<file path="src/rtl/cpu_result_monitor.sv">
// Run controller and result checker for mips_cpu: holds the CPU in reset until start, snoops
// data_memory writes into per-channel diagnosis flags, and reports done or timeout until ack.
module cpu_result_monitor #(
    parameter int          NUM_CHANNELS     = 1,
    parameter logic [31:0] RESULT_BASE_ADDR = 32'h0000_000C,
    parameter int          TIMEOUT_CYCLES   = 64,
    parameter int          COUNT_WIDTH      = 16
) (
    input  logic                    clock,
    input  logic                    reset,
    input  logic                    start,
    input  logic                    ack,
    input  logic                    mem_we,
    input  logic [31:0]             mem_addr,
    input  logic [31:0]             mem_wdata,
    output logic                    cpu_reset,
    output logic                    busy,
    output logic                    done,
    output logic                    timeout,
    output logic [NUM_CHANNELS-1:0] result_valid,
    output logic [NUM_CHANNELS-1:0] fever,
    output logic [NUM_CHANNELS-1:0] bad_value,
    output logic [COUNT_WIDTH-1:0]  cycle_count
);

    typedef enum logic [1:0] {ST_IDLE, ST_RUN, ST_DONE, ST_TIMEOUT} state_t;

    localparam logic [COUNT_WIDTH-1:0] LAST_COUNT = COUNT_WIDTH'(TIMEOUT_CYCLES - 1);

    state_t                  state;
    state_t                  state_next;
    logic [NUM_CHANNELS-1:0] hit;
    logic [NUM_CHANNELS-1:0] valid_next;
    logic [NUM_CHANNELS-1:0] fever_next;
    logic [NUM_CHANNELS-1:0] bad_next;
    logic                    complete;
    logic                    expired;

    // Completion looks at this cycle's capture too, so the last write ends the run on its own edge.
    always_comb begin
        hit        = '0;
        fever_next = fever;
        bad_next   = bad_value;
        for (int i = 0; i < NUM_CHANNELS; i++) begin
            hit[i] = (state == ST_RUN) && mem_we && (mem_addr[1:0] == 2'b00)
                     && (mem_addr == RESULT_BASE_ADDR + 32'(4 * i));
            if (hit[i]) begin
                fever_next[i] = (mem_wdata == 32'd1);
                bad_next[i]   = (mem_wdata > 32'd1);
            end
        end
        valid_next = result_valid | hit;
        complete   = &valid_next;
        expired    = (cycle_count == LAST_COUNT);
    end

    always_comb begin
        state_next = state;
        case (state)
            ST_IDLE:    if (start) state_next = ST_RUN;
            ST_RUN: begin
                if (complete)     state_next = ST_DONE;
                else if (expired) state_next = ST_TIMEOUT;
            end
            ST_DONE,
            ST_TIMEOUT: if (ack) state_next = ST_IDLE;
            default:    state_next = ST_IDLE;
        endcase
    end

    always_ff @(posedge clock) begin
        if (reset) state <= ST_IDLE;
        else       state <= state_next;
    end

    // Flags freeze outside RUN and survive ack; only an accepted start clears them.
    always_ff @(posedge clock) begin
        if (reset) begin
            result_valid <= '0;
            fever        <= '0;
            bad_value    <= '0;
            cycle_count  <= '0;
        end else if (state == ST_IDLE && start) begin
            result_valid <= '0;
            fever        <= '0;
            bad_value    <= '0;
            cycle_count  <= '0;
        end else if (state == ST_RUN) begin
            result_valid <= valid_next;
            fever        <= fever_next;
            bad_value    <= bad_next;
            if (state_next == ST_RUN) cycle_count <= cycle_count + COUNT_WIDTH'(1);
        end
    end

    assign cpu_reset = (state != ST_RUN);
    assign busy      = (state == ST_RUN);
    assign done      = (state == ST_DONE);
    assign timeout   = (state == ST_TIMEOUT);

endmodule
</file>
<file path="config.mk">
export PLATFORM = sky130hd
export DESIGN_NAME = cpu_result_monitor
export DESIGN_NICKNAME = d
export VERILOG_FILES = /design/src/rtl/cpu_result_monitor.sv
export SDC_FILE = /design/constraint.sdc
export NUM_CORES = 1
export LEC_CHECK = 0
export CAP_MARGIN = 20
export CELL_PAD_IN_SITES_DETAIL_PLACEMENT = 2
export CELL_PAD_IN_SITES_GLOBAL_PLACEMENT = 2
export CORE_MARGIN = 2
export CORE_UTILIZATION = 16
export CTS_CLUSTER_DIAMETER = 120
export DETAILED_ROUTE_END_ITERATION = 10
export GPL_ROUTABILITY_DRIVEN = 0
export PLACE_DENSITY = 0.78
export RECOVER_POWER = 100
export SKIP_LAST_GASP = 1
export SLEW_MARGIN = 40
export SYNTH_ARGS = -nofsm -noshare
export SYNTH_HDL_FRONTEND = slang
export SYNTH_SLANG_ARGS = --single-unit
</file>
<file path="constraint.sdc">
create_clock -name clock -period 2.44 [get_ports clock]
set_input_delay 0.244 -clock clock [delete_from_list [all_inputs] [get_ports clock]]
set_output_delay 0.244 -clock clock [all_outputs]
set_load 0.1 [all_outputs]
</file>
==> impl_results.rst <==
.. list-table::
   :header-rows: 1

   * - Metric
     - Value
   * - Dominant delay contributor by cell family on the critical path
     - simple AND/OR/NAND/NOR gates
   * - Cell area after synthesis
     - 0.00121 sq mm
   * - Clock slew seen by the registers of the worst setup and hold paths
     - 80 ps
   * - Wire length of the first global-routing pass
     - 8460 microns
   * - Die Y-Extent
     - 91.1 microns
   * - Detailed-route wire length
     - 5130 microns
   * - IO Port Bufs
     - 91
   * - Insertion delay to the later sink of the worst-skew pair
     - 260 ps
   * - DRC
     - 0
   * - Largest net degree at the start of global routing
     - 39
   * - Peak supply drop
     - 0.130 mV
   * - Destination of the critical timing path
     - cycle_count[2]$_SDFFE_PP0P_
   * - Overall via count from detail_route
     - 1671
   * - H-Tree Depth
     - 1
   * - Run status
     - completed
   * - Top library cells by usage in the layout, fill and taps aside
     - sky130_fd_sc_hd__clkdlybuf4s50_1 (68), sky130_fd_sc_hd__clkbuf_1 (20), sky130_fd_sc_hd__dfxtp_1 (19)
   * - Cell Count, Final, Fillers Out
     - 348
   * - Die area
     - 0.00830 sq mm
   * - Net Count, Synth
     - 228
   * - Post-synthesis instance total
     - 158
   * - Fin crit period
     - 2150 ps
   * - Slew HR
     - 0.204
   * - Number of gates on the worst path with buffers counted
     - 6
   * - Achievable clock frequency
     - 0.466 GHz
   * - Clock tree from TritonCTS
     - yes
   * - Tightest Pin Transition
     - 1200 ps
   * - Reg-to-reg setup timing slack
     - 290 ps
   * - Post-synthesis average cell area
     - 7.68 sq um
   * - WL per Instance
     - 14.7 microns
   * - HPWL reported at the end of detailed placement
     - 4170 microns
   * - Multi-input gate area in the final layout
     - 752 sq um
   * - Most common library cell in the layout ignoring fill and taps
     - sky130_fd_sc_hd__clkdlybuf4s50_1
   * - Critical path data arrival time
     - 2340 ps
   * - Number of nets with antenna violations after routing
     - 0
   * - Core Region
     - 0.00729 sq mm
   * - Ratio of final minimum period to clock period
     - 0.879
   * - Die outline width
     - 91.1 microns
   * - P_leak
     - 0.652 nW
   * - Final count of pins violating max slew
     - 0
   * - DR vias/cell
     - 4.80
   * - Number of global-route vias before repair
     - 1792
   * - IO Count
     - 92
   * - Required time reported for the critical path endpoint
     - 2640 ps
   * - Antenna diodes
     - 0
   * - Startpoint Class
     - flip-flop
   * - Critical Path Max Stage Delay
     - 590 ps
   * - CTS buffer count
     - 3
   * - Root Driver
     - sky130_fd_sc_hd__clkbuf_8
   * - Power per standard cell area
     - 356 mW/mm^2
   * - Number of buffers inserted for hold repair after clock tree synthesis
     - 0
   * - Path class of the lowest-slack min-delay path
     - reg2reg
   * - Number of placement rows
     - 31
   * - Remaining global-route overflow
     - 0
   * - Number of filler instances in the final layout
     - 877
   * - 1st-pass router iterations
     - 4
   * - Number of synthesized register bits
     - 21
   * - R2r endpoint
     - cycle_count[2]$_SDFFE_PP0P_
   * - Area grow syn2layout
     - 79.6%
   * - Kind of capture point of the worst setup path
     - flip-flop
   * - Count of yosys warnings during synthesis
     - 0
   * - Max Cap Viol
     - 0
   * - Hold Fails Final Rpt
     - 0
   * - Cell count after placement
     - 344
   * - Cells along the critical path
     - ha_1, nand3_1, nand4b_1, nand2_1, or4_2, a21oi_1
   * - Worst-case reg-to-reg path depth
     - 6
   * - CP max-delay cell
     - sky130_fd_sc_hd__or4_2
   * - Proportion of layout cells with a drive suffix above 1
     - 0.0803
   * - Sequential cell area fraction in the yosys report
     - 0.346
   * - Share of the core filled with cells
     - 0.299
   * - Overall Global Routing Usage
     - 0.122
   * - RSZ-0062 raised after global routing
     - no
   * - Initial antenna violation count
     - 0
   * - Cells resized by post-CTS repair
     - 0
   * - Final-stage net count
     - 320
   * - Post-synthesis cell type count
     - 30
   * - Critical setup path kind
     - reg2reg
   * - Detailed Route Iter0 Violations
     - 52
   * - Initial Util
     - 0.166
   * - Clk_skew
     - 3.68 ps
   * - Start point of the critical path
     - cycle_count[0]$_SDFFE_PP0P_
   * - Setup Fix Bufs, Post-CTS
     - 0
   * - Crit path buffers/inverters
     - 0
   * - Sinks on the clock net
     - 21
   * - Combined flip-flop and latch cell area
     - 423 sq um
   * - Worst-case clock buffer depth
     - 2
   * - Critical-path maximum fanout
     - 11
   * - Startpoint of the lowest-slack hold path
     - fever$_SDFFE_PP0P_
   * - Final number of setup-violating endpoints
     - 0
   * - Startpoint of the worst register-to-register path
     - cycle_count[0]$_SDFFE_PP0P_
[power breakdown]
part / internal, mW / switching, mW / total, mW
logic: 0.116 / 0.0755 / 0.191
clock network: 0.114 / 0.122 / 0.236
registers: 0.345 / 0.00402 / 0.349
[worst min-delay path by stage]
| stage | to | slack (ps) | cells after the start |
|---|---|---|---|
| after global routing | fever$_SDFFE_PP0P_ | 520 | 2 |
| after CTS | fever$_SDFFE_PP0P_ | 480 | 2 |
| after floorplan | state[0]$_SDFF_PP0_ | 320 | 1 |
| after global placement | fever$_SDFFE_PP0P_ | 460 | 2 |
| final | fever$_SDFFE_PP0P_ | 480 | 2 |
| after detailed placement | fever$_SDFFE_PP0P_ | 470 | 2 |
[logic make-up after synthesis]
logic type | synth area share
flops | 0.346
fa+ha+maj | 0.0103
buf+inv | 0.0392
simple gates | 0.412
compound gates | 0.192
[per-layer routing]
metal / GRT usage / share of wire
met5: 0 / 0
met3: 0.0290 / 0.067
met1: 0.141 / 0.42
met4: 0.0265 / 0.0047
met2: 0.226 / 0.51
[sequential cells by signal, indices dropped and copies added, names as in the netlist]
name,cells
cycle_count,16
bad_value,1
fever,1
result_valid,1
state,2
[Yosys cell counts]
cell type / count / area, sq um
sky130_fd_sc_hd__nor2_1: 10 / 37.5
sky130_fd_sc_hd__and2_1: 2 / 12.5
sky130_fd_sc_hd__o21bai_1: 1 / 7.51
sky130_fd_sc_hd__inv_1: 4 / 15.0
sky130_fd_sc_hd__o21ba_2: 1 / 10.0
sky130_fd_sc_hd__buf_2: 2 / 10.0
sky130_fd_sc_hd__or4_2: 1 / 8.76
sky130_fd_sc_hd__nand2_1: 13 / 48.8
sky130_fd_sc_hd__nor4_1: 15 / 93.8
sky130_fd_sc_hd__nor4bb_1: 1 / 10.0
sky130_fd_sc_hd__nand2b_1: 2 / 12.5
sky130_fd_sc_hd__a311oi_1: 2 / 17.5
sky130_fd_sc_hd__nor4b_1: 1 / 8.76
sky130_fd_sc_hd__nor2b_1: 1 / 6.26
sky130_fd_sc_hd__clkbuf_1: 6 / 22.5
sky130_fd_sc_hd__nand4_1: 5 / 31.3
sky130_fd_sc_hd__ha_1: 1 / 12.5
sky130_fd_sc_hd__nand4b_1: 3 / 26.3
sky130_fd_sc_hd__or4_4: 1 / 11.3
sky130_fd_sc_hd__or4_1: 9 / 67.6
sky130_fd_sc_hd__or3_1: 6 / 37.5
sky130_fd_sc_hd__a21oi_1: 17 / 85.1
sky130_fd_sc_hd__o21ai_0: 6 / 30.0
sky130_fd_sc_hd__a211oi_1: 1 / 7.51
sky130_fd_sc_hd__o31ai_1: 8 / 60.1
sky130_fd_sc_hd__dfxtp_1: 21 / 420
sky130_fd_sc_hd__nand3_1: 10 / 50.1
sky130_fd_sc_hd__o211ai_1: 2 / 15.0
sky130_fd_sc_hd__nor3_1: 4 / 20.0
sky130_fd_sc_hd__or3b_2: 2 / 17.5
[cell type report]
cell class,count,area share
Timing Repair Buffer,95,0.374
Multi-Input combinational cell,125,0.345
Sequential cell,21,0.194
Tap cell,99,0.0568
Clock buffer,3,0.0189
Inverter,4,0.00861
Clock inverter,1,0.00230
[worst reg2reg max path, cell delays in order (launching register included)]
cell,delay [ps]
sky130_fd_sc_hd__dfxtp_1,370
sky130_fd_sc_hd__ha_1,240
sky130_fd_sc_hd__nand3_1,190
sky130_fd_sc_hd__nand4b_1,270
sky130_fd_sc_hd__nand2_1,280
sky130_fd_sc_hd__or4_2,600
sky130_fd_sc_hd__a21oi_1,140
[through the flow]
stage	hold slack (ps)	power (mW)	setup slack (ps)	cell area [sq um]	TNS (ps)
floorplan	316	0.423	-365	1250	-1950
global placement	460	0.547	309	2230	0
detailed placement	472	0.552	218	2230	0
CTS	484	0.788	306	2270	0
global route	516	0.815	132	2180	0
finish	476	0.776	295	2180	0
No activity file was read; power rests on OpenSTA's default activity.
